--- src/rtl/calc_pkg.sv ---
// Shared calculator types: button indices,
// repeat-FSM states and counter sizing.
package calc_pkg;

  localparam int N_BUTTONS  = 5;
  localparam int BTN_UP     = 0;
  localparam int BTN_DOWN   = 1;
  localparam int BTN_LEFT   = 2;
  localparam int BTN_RIGHT  = 3;
  localparam int BTN_CENTER = 4;

  typedef enum logic [1:0] {
    IDLE,
    DELAY,
    REPEAT
  } rpt_state_e;

  // A terminal count of 1 still needs a 1-bit counter.
  function automatic int cnt_w(input int n);
    return (n > 1) ? $clog2(n) : 1;
  endfunction

endpackage

--- src/rtl/button_conditioner_if.sv ---
// Raw button inputs and conditioned
// level / press / release / pulse outputs.
interface button_conditioner_if #(
  parameter int N = calc_pkg::N_BUTTONS
);

  logic [N-1:0] btn_raw;
  logic [N-1:0] btn_level;
  logic [N-1:0] btn_press;
  logic [N-1:0] btn_release;
  logic [N-1:0] btn_pulse;

  modport master (
    output btn_raw,
    input  btn_level,
    input  btn_press,
    input  btn_release,
    input  btn_pulse
  );

  modport slave (
    input  btn_raw,
    output btn_level,
    output btn_press,
    output btn_release,
    output btn_pulse
  );

endinterface

--- src/rtl/button_conditioner_channel.sv ---
// One button: 2-FF sync, counter debounce,
// edge pulses and optional auto-repeat.
module button_channel
  import calc_pkg::*;
#(
  parameter int DEBOUNCE_CYCLES     = 1_000_000,
  parameter int REPEAT_DELAY_CYCLES = 50_000_000,
  parameter int REPEAT_RATE_CYCLES  = 10_000_000,
  parameter bit REPEAT_EN           = 1'b0
) (
  input  logic clk,
  input  logic rst_n,
  input  logic btn_raw,
  output logic btn_level,
  output logic btn_press,
  output logic btn_release,
  output logic btn_pulse
);

  localparam int DW = cnt_w(DEBOUNCE_CYCLES);
  localparam int RMAX =
    (REPEAT_DELAY_CYCLES > REPEAT_RATE_CYCLES) ?
    REPEAT_DELAY_CYCLES : REPEAT_RATE_CYCLES;
  localparam int RW = cnt_w(RMAX);

  localparam logic [DW-1:0] DB_LAST =
    DW'(DEBOUNCE_CYCLES - 1);
  localparam logic [RW-1:0] DLY_LAST =
    RW'(REPEAT_DELAY_CYCLES - 1);
  localparam logic [RW-1:0] RATE_LAST =
    RW'(REPEAT_RATE_CYCLES - 1);

  logic          sync1;
  logic          sync2;
  logic          stable;
  logic [DW-1:0] cnt;

  always_ff @(posedge clk or negedge rst_n) begin
    if (!rst_n) begin
      sync1  <= 1'b0;
      sync2  <= 1'b0;
      stable <= 1'b0;
      cnt    <= '0;
    end else begin
      sync1 <= btn_raw;
      sync2 <= sync1;
      if (sync2 == stable) begin
        cnt <= '0;
      end else if (cnt == DB_LAST) begin
        stable <= sync2;
        cnt    <= '0;
      end else begin
        cnt <= cnt + DW'(1);
      end
    end
  end

  logic rise;
  logic fall;

  // btn_level lags stable by one cycle: edge detect.
  assign rise = stable & ~btn_level;
  assign fall = ~stable & btn_level;

  rpt_state_e    state;
  rpt_state_e    state_d;
  logic [RW-1:0] rcnt;
  logic [RW-1:0] rcnt_d;
  logic          tick;

  always_ff @(posedge clk or negedge rst_n) begin
    if (!rst_n) begin
      state <= IDLE;
      rcnt  <= '0;
    end else begin
      state <= state_d;
      rcnt  <= rcnt_d;
    end
  end

  always_comb begin
    state_d = state;
    rcnt_d  = rcnt;
    tick    = 1'b0;
    if (!REPEAT_EN) begin
      state_d = IDLE;
      rcnt_d  = '0;
    end else if (fall) begin
      // Release wins over a coincident tick.
      state_d = IDLE;
      rcnt_d  = '0;
    end else begin
      unique case (state)
        IDLE: begin
          if (rise) begin
            state_d = DELAY;
            rcnt_d  = '0;
          end
        end
        DELAY: begin
          if (rcnt == DLY_LAST) begin
            tick    = 1'b1;
            rcnt_d  = '0;
            state_d = REPEAT;
          end else begin
            rcnt_d = rcnt + RW'(1);
          end
        end
        REPEAT: begin
          if (rcnt == RATE_LAST) begin
            tick   = 1'b1;
            rcnt_d = '0;
          end else begin
            rcnt_d = rcnt + RW'(1);
          end
        end
        default: begin
          state_d = IDLE;
          rcnt_d  = '0;
        end
      endcase
    end
  end

  always_ff @(posedge clk or negedge rst_n) begin
    if (!rst_n) begin
      btn_level   <= 1'b0;
      btn_press   <= 1'b0;
      btn_release <= 1'b0;
      btn_pulse   <= 1'b0;
    end else begin
      btn_level   <= stable;
      btn_press   <= rise;
      btn_release <= fall;
      btn_pulse   <= rise | tick;
    end
  end

endmodule

--- src/rtl/button_conditioner.sv ---
// Basys3 push-button front end: one
// conditioning channel per button.
module button_conditioner #(
  parameter int N_BUTTONS           = calc_pkg::N_BUTTONS,
  parameter int DEBOUNCE_CYCLES     = 1_000_000,
  parameter int REPEAT_DELAY_CYCLES = 50_000_000,
  parameter int REPEAT_RATE_CYCLES  = 10_000_000,
  parameter logic [N_BUTTONS-1:0] REPEAT_MASK =
    N_BUTTONS'(5'b00011)
) (
  input  logic                 clk,
  input  logic                 rst_n,
  button_conditioner_if.slave  bus
);

  logic [N_BUTTONS-1:0] level_v;
  logic [N_BUTTONS-1:0] press_v;
  logic [N_BUTTONS-1:0] release_v;
  logic [N_BUTTONS-1:0] pulse_v;

  for (genvar i = 0; i < N_BUTTONS; i++) begin : g_ch
    button_channel #(
      .DEBOUNCE_CYCLES    (DEBOUNCE_CYCLES),
      .REPEAT_DELAY_CYCLES(REPEAT_DELAY_CYCLES),
      .REPEAT_RATE_CYCLES (REPEAT_RATE_CYCLES),
      .REPEAT_EN          (REPEAT_MASK[i])
    ) u_ch (
      .clk        (clk),
      .rst_n      (rst_n),
      .btn_raw    (bus.btn_raw[i]),
      .btn_level  (level_v[i]),
      .btn_press  (press_v[i]),
      .btn_release(release_v[i]),
      .btn_pulse  (pulse_v[i])
    );
  end

  assign bus.btn_level   = level_v;
  assign bus.btn_press   = press_v;
  assign bus.btn_release = release_v;
  assign bus.btn_pulse   = pulse_v;

endmodule

--- src/flat_wrapper.sv ---
// flat-port wrapper written by rule: the top's interface ports become plain ports
module button_conditioner_flat 
#(
  parameter int N_BUTTONS           = calc_pkg::N_BUTTONS,
  parameter int DEBOUNCE_CYCLES     = 1_000_000,
  parameter int REPEAT_DELAY_CYCLES = 50_000_000,
  parameter int REPEAT_RATE_CYCLES  = 10_000_000,
  parameter logic [N_BUTTONS-1:0] REPEAT_MASK =
    N_BUTTONS'(5'b00011)
)
  (clk, rst_n, bus_btn_raw, bus_btn_level, bus_btn_press, bus_btn_release, bus_btn_pulse);
  button_conditioner_if #(.N(5)) bus_i ();
  input  logic clk;
  input  logic rst_n;
  input wire logic [$bits(bus_i.btn_raw)-1:0] bus_btn_raw;
  output wire logic [$bits(bus_i.btn_level)-1:0] bus_btn_level;
  output wire logic [$bits(bus_i.btn_press)-1:0] bus_btn_press;
  output wire logic [$bits(bus_i.btn_release)-1:0] bus_btn_release;
  output wire logic [$bits(bus_i.btn_pulse)-1:0] bus_btn_pulse;
  assign bus_i.btn_raw = bus_btn_raw;
  assign bus_btn_level = bus_i.btn_level;
  assign bus_btn_press = bus_i.btn_press;
  assign bus_btn_release = bus_i.btn_release;
  assign bus_btn_pulse = bus_i.btn_pulse;
  button_conditioner #(.N_BUTTONS(N_BUTTONS), .DEBOUNCE_CYCLES(DEBOUNCE_CYCLES), .REPEAT_DELAY_CYCLES(REPEAT_DELAY_CYCLES), .REPEAT_RATE_CYCLES(REPEAT_RATE_CYCLES), .REPEAT_MASK(REPEAT_MASK)) u_core (.clk(clk), .rst_n(rst_n), .bus(bus_i));
endmodule
--- config.mk ---
export PLATFORM = sky130hd
export DESIGN_NAME = button_conditioner_flat
export DESIGN_NICKNAME = d
export VERILOG_FILES = /design/src/rtl/calc_pkg.sv /design/src/rtl/button_conditioner_if.sv /design/src/rtl/button_conditioner_channel.sv /design/src/rtl/button_conditioner.sv /design/src/flat_wrapper.sv
export SDC_FILE = /design/constraint.sdc
export NUM_CORES = 1
export LEC_CHECK = 0
export ABC_AREA = 0
export CORE_ASPECT_RATIO = 0.8
export CORE_MARGIN = 4
export CORE_UTILIZATION = 40
export CTS_BUF_LIST = sky130_fd_sc_hd__clkbuf_4
export DETAILED_ROUTE_END_ITERATION = 8
export MAX_ROUTING_LAYER = met4
export PLACE_DENSITY = 0.64
export SYNTH_ARGS = -nofsm -noshare
export SYNTH_HDL_FRONTEND = slang
export SYNTH_SLANG_ARGS = --single-unit
export TNS_END_PERCENT = 1
--- constraint.sdc ---
create_clock -name clk -period 3 [get_ports clk]
set_input_delay 0.45 -clock clk [delete_from_list [all_inputs] [get_ports clk]]
set_output_delay 0.45 -clock clk [all_outputs]
set_load 0.005 [all_outputs]
# [Word-level counts from Yosys, hierarchy flattened]
# Index checks and enable logic that the tools add are counted.
# W data, S select, Z words.
[classes] add_sub_neg=7 n_eq_ne=24 mux=36 bitwise=27 reduce_logical=9
[op_table] cell="$mux W26" n=8
[op_table] cell="$mux W20" n=10
[op_table] cell="$pmux W26 S3" n=2
[op_table] cell="$add A20 B1 Y20 const B" n=5
[op_table] cell="$eq A20 B20 Y1 const B" n=5
[op_table] cell="$add A26 B1 Y26 const B" n=2
[op_table] cell="$eq A26 B24 Y1 const B" n=2
[op_table] cell="$eq A26 B26 Y1 const B" n=2
[op_table] cell="$not A1 Y1" n=15
[op_table] cell="$mux W2" n=6
[op_table] cell="$ne A3 B3 Y1 const B" n=4
[op_table] cell="$pmux W2 S3" n=2
[op_table] cell="$and A1 B1 Y1" n=10
[op_table] cell="$reduce_and A2 Y1" n=5
[op_table] cell="$mux W1" n=6
[op_table] cell="$reduce_and A3 Y1" n=2
[op_table] cell="$eq A1 B1 Y1" n=5
[op_table] cell="$eq A2 B1 Y1 const B" n=2
[op_table] cell="$eq A2 B2 Y1 const B" n=2
[op_table] cell="$logic_not A2 Y1" n=2
[op_table] cell="$ne A2 B2 Y1 const B" n=2
[op_table] cell="$pmux W1 S2" n=2
[op_table] cell="$or A1 B1 Y1" n=2
[word_totals] register_bits=188 input_bits=7 out_inout_bits=20 elab_cells=144

# [Longest topological paths before layout]
[logic_depth] ltp_word=5 ltp_mapped=9 mapped_depth_nobuf=7

# [Cells and area by module]
# From an unflattened synthesis, not the netlist that was laid out.
[hier_totals] cells_unflattened=1012 area_unflattened_um2=9729.3
[modules_own_cells] module="button_channel at u_core.g_ch[2].u_ch ..." n_inst=3 cells_each=114 area_per_inst_um2=1209.9 seq_area_each_um2=650.6
[modules_own_cells] module="button_channel at u_core.g_ch[1].u_ch" n_inst=1 cells_each=360 area_per_inst_um2=3185.6 seq_area_each_um2=1376.3
[modules_own_cells] module="button_channel at u_core.g_ch[0].u_ch" n_inst=1 cells_each=310 area_per_inst_um2=2914.0 seq_area_each_um2=1376.3

# [Worst setup path after synthesis]
# OpenSTA, ideal clock, no wires.
[synth_timing] path_kind="flip-flop to flip-flop" start="register u_core.g_ch[1].u_ch.rcnt[7]" end="register u_core.g_ch[1].u_ch.rcnt[0]" setup_time_ns=0.125 t_arrival_ns=2.528 required_time_ns=2.875 path_slack_ns=0.347 path_stages_with_launch=9 path_buffers=3 period_less_slack_ns=2.653 cell_sequence="dfrtp_1 -> buf_6 -> or4_1 -> or4_4 -> o41ai_4 -> a211oi_2 -> buf_6 -> buf_6 -> mux2_2"
[synth_between] elab_chain_cells=4
[synth_rtl] item="start, declared" line="button_conditioner_channel.sv:67" source="logic [RW-1:0] rcnt;"
[synth_rtl] item="start signal, assigned" line="button_conditioner_channel.sv:77" source="rcnt <= rcnt_d;"
[synth_rtl] item="$eq A26 B24 Y1 / $eq A26 B26 Y1 (equally long branches)" line="button_conditioner_channel.sv:110, button_conditioner_channel.sv:101"
[synth_rtl] item="$mux W26 (on tied branches)" line="button_conditioner_channel.sv:110, button_conditioner_channel.sv:101"
[synth_rtl] item="$pmux W26 S3 *" line="button_conditioner_channel.sv:93" source="unique case (state)"
[synth_rtl] item="$mux W26 *" line="button_conditioner_channel.sv:88" source="end else if (fall) begin"
# Every way passes the cells marked *; elsewhere a longest branch is shown, timed or not.
# A chain may end at the register's enable or synchronous reset.

# [Final worst setup path]
[layout_timing] start="register u_core.g_ch[1].u_ch.rcnt[18]" end="register u_core.g_ch[1].u_ch.rcnt[3]"
# The elaborated chain is that of the path after synthesis.

==> qor.csv <==
stage,metric,value,unit
route,wire per inst,13.4,µm
worst_setup_path,Setup crit end kind,register,
route,final routed DRC violation total,0,
worst_setup_path,startpoint types,register,
final_layout,share of cells above drive strength 1,0.0713,
global_routing,grt ovf,0,
floorplanning,Die ar.,25600,µm²
worst_setup_path,Setup CP Type,reg -> reg,
route,via count,6692,
logic_synthesis,Synth top cells by count,"dfrtp_1, nor2_1, nand2_1, nand3_1, xor2_1",
power,PwrDens,411,nW/µm²
logic_synthesis,Synth cell types,53,
logic_synthesis,Ys Warns,0,
logic_synthesis,most common cell in the netlist,dfrtp_1,
route,Via density,5.19,
global_routing,pin count of the biggest net entering global routing,78,
floorplanning,core area,22600,µm²
sta,Slew HR,0.388,
logic_synthesis,Yosys top cell area share,0.509,
sta,Final Slew Violations,0,
worst_setup_path,CP Data Required Time,3.50,ns
sta,fmax,352,MHz
logic_synthesis,Mapped Cells,959,
clocking,htree depth,4,
place,placed insts,1255,
run,Max-cap violations,0,
sta,worst slew pin tran,0.918,ns
final_layout,"Net count, final",993,
min_path,hold crit path type,in -> reg,
logic_synthesis,"Seq/Total Area, Yosys",0.509,
outcome,status,finished clean,
clocking,"Reg clk slew, reported paths",0.18,ns
sta,unrepaired setup endpoints after global routing,false,
floorplanning,# IOs,27,
power,LEAKAGE,4.21,nW
sta,fin crit period,2.84,ns
final_layout,Final Core Density,0.447,
route,1st-pass router iterations,7,
clocking,Max clock buf depth,2,
global_routing,first-pass GRT wire length,30400,µm
sta,Finish-stage setup viols,0,
global_routing,initial antenna violation count,1,
clocking,Post-CTS Setup Inserts,0,
route,post-route ant nets,0,
logic_synthesis,ys async rst share,1.00,
logic_synthesis,Syn Area/Cell,9.64,µm²
logic_synthesis,post-synthesis net count,983,
final_layout,Syn-to-layout area delta,9.43,%
floorplanning,Die W,178,µm
logic_synthesis,"area leader, netlist",dfrtp_1,
route,DRT iter0 DRCs,507,
sta,Fin. Hold Viols,0,
power,Worst VDD drop,0.000278,V
sta,setup TNS,0,ns
place,hpwl dp,11400,µm
floorplanning,DIE HEIGHT,144,µm
sta,Setup Skew,0.0262,ns
route,WL final,17300,µm
logic_synthesis,Synth Register Bits,188,
clocking,clk sinks,188,
global_routing,vias in the first global route,6352,
worst_setup_path,Crit path arrival time,3.33,ns
sta,Hold Worst Slack,0.263,ns
sta,crit share post-route,0.946,
floorplanning,initial core utilization,0.409,
logic_synthesis,number of enable flip-flop cells after synthesis,0,
floorplanning,number of cell rows,49,
clocking,Num CTS Buffers,17,
place,GPL Wtd Cong,0.777,
place,Port Buffers,26,
clocking,CTS tree,done,
clocking,CTS Root Cell,clkbuf_4,
logic_synthesis,"top cells by area, synth","dfrtp_1, nor2_1, xor2_1",
logic_synthesis,Mapped Area,9250,µm²
final_layout,Final Non-Filler Cells,1289,
worst_setup_path,"critical path fanouts, max",18,
logic_synthesis,top_reg_cell synth,dfrtp_1,
clocking,clock latency on the worst-skew pair,0.60,ns
global_routing,Total GRT Usage,0.146,
-- through the flow --
| stage | setup WS, ns | instance area [µm²] | power [mW] |
|---|---|---|---|
| 3_5_place_dp | 0.196 | 9790 | 2.75 |
| 5_1_grt | 0.0572 | 10100 | 4.36 |
| 6_report | 0.163 | 10100 | 4.16 |
| 2_1_floorplan | 0.347 | 9250 | 2.67 |
| 4_1_cts | 0.179 | 10100 | 4.24 |
| 3_3_place_gp | 0.231 | 9790 | 2.75 |
-- final timing paths --
| check | slack, ns | end | depth (start not counted) | start |
|---|---|---|---|---|
| max | 0.16 | u_core.g_ch[1].u_ch.rcnt[3] | 7 | u_core.g_ch[1].u_ch.rcnt[18] |
| min | 0.26 | u_core.g_ch[3].u_ch.sync1 | 1 | bus_btn_raw[3] |
| max reg2reg | 0.16 | u_core.g_ch[1].u_ch.rcnt[3] | 7 | u_core.g_ch[1].u_ch.rcnt[18] |
| min reg2reg | 0.37 | u_core.g_ch[2].u_ch.sync2 | 0 | u_core.g_ch[2].u_ch.sync1 |
| max in group asynchronous | 1.76 | u_core.g_ch[1].u_ch.cnt[2] | 3 | rst_n |
| min in group asynchronous | 0.41 | u_core.g_ch[4].u_ch.cnt[17] | 2 | rst_n |
-- cell type report --
cell class                 count  area (µm²)
clock inverter                15         174
multi-input combinational    684        4140
fill                        2139       12500
clock buffer                  17         128
timing repair buffer          46         467
antenna                        1        2.50
tap                          306         383
inverter                      32         120
sequential                   188        4700
-- routing by layer --
layer | up-vias | track usage | share of wire
li1 | 3356 | - | -
met1 | 3231 | 0.211 | 0.53
met2 | 89 | 0.212 | 0.43
met3 | 16 | 0.0327 | 0.030
met4 | 0 | 0.0338 | 0.0095
met5 | - | - | 0
-- sequential cells by signal (all words and copies together) (netlist names) --
name / cells
u_core.g_ch.u_ch.btn_level: 5
u_core.g_ch.u_ch.btn_press: 5
u_core.g_ch.u_ch.btn_pulse: 2
u_core.g_ch.u_ch.btn_release: 5
u_core.g_ch.u_ch.cnt: 100
u_core.g_ch.u_ch.rcnt: 52
u_core.g_ch.u_ch.stable: 5
u_core.g_ch.u_ch.state: 4
u_core.g_ch.u_ch.sync1: 5
u_core.g_ch.u_ch.sync2: 5
-- where the power goes --
part	switching, mW	internal (mW)	total (mW)
registers	0.0199	2.56	2.58
clock network	1.00	0.460	1.46
logic	0.0862	0.0337	0.120
-- cell usage in the layout (no fill, tap or decap), drive strengths merged, types with 3 or more instances in the layout --
master and count:
o21ai 20, clkdlybuf4s50 25, nor2 136, and2 6
mux2 5, nand4b 4, o41ai 4, a21oi 33
inv 40, nand2b 9, xnor2 38, or4 3
or2 8, dfrtp 188, nand3b 7, or3 8
and4 7, nor4 12, nor4b 4, buf 19
clkbuf 18, a22o 5, and3 23, nor3 26
xor2 55, nand4 30, a41oi 6, nand2 80
nand3 60, a31oi 44, nor2b 9, a221o 4
clkinv 5, ha 17
-- logic make-up after synthesis --
family,Yosys count,synth area share
compound gates,128,0.0905
simple gates,439,0.235
fa+ha+maj,17,0.0230
xor+xnor,93,0.0881
mux,7,0.00825
flops,188,0.509
buf+inv,87,0.0463
-- worst max-delay path: stages, from the launching register on --
cell	delay [ns]
dfrtp_1	0.45
or4_1	0.52
or4_4	0.54
o41ai_4	0.47
a211oi_4	0.21
buf_12	0.21
a21o_1	0.15
a22o_1	0.18
-- repair_timing --
item | 4_1_cts | 5_1_grt
endpoints found under the setup margin | 0 | 10
resized for setup | 0 | 2
hold buffers | 1 | 0
endpoints found under the hold margin | 73 | 0
(Power assumes the default switching activity.)
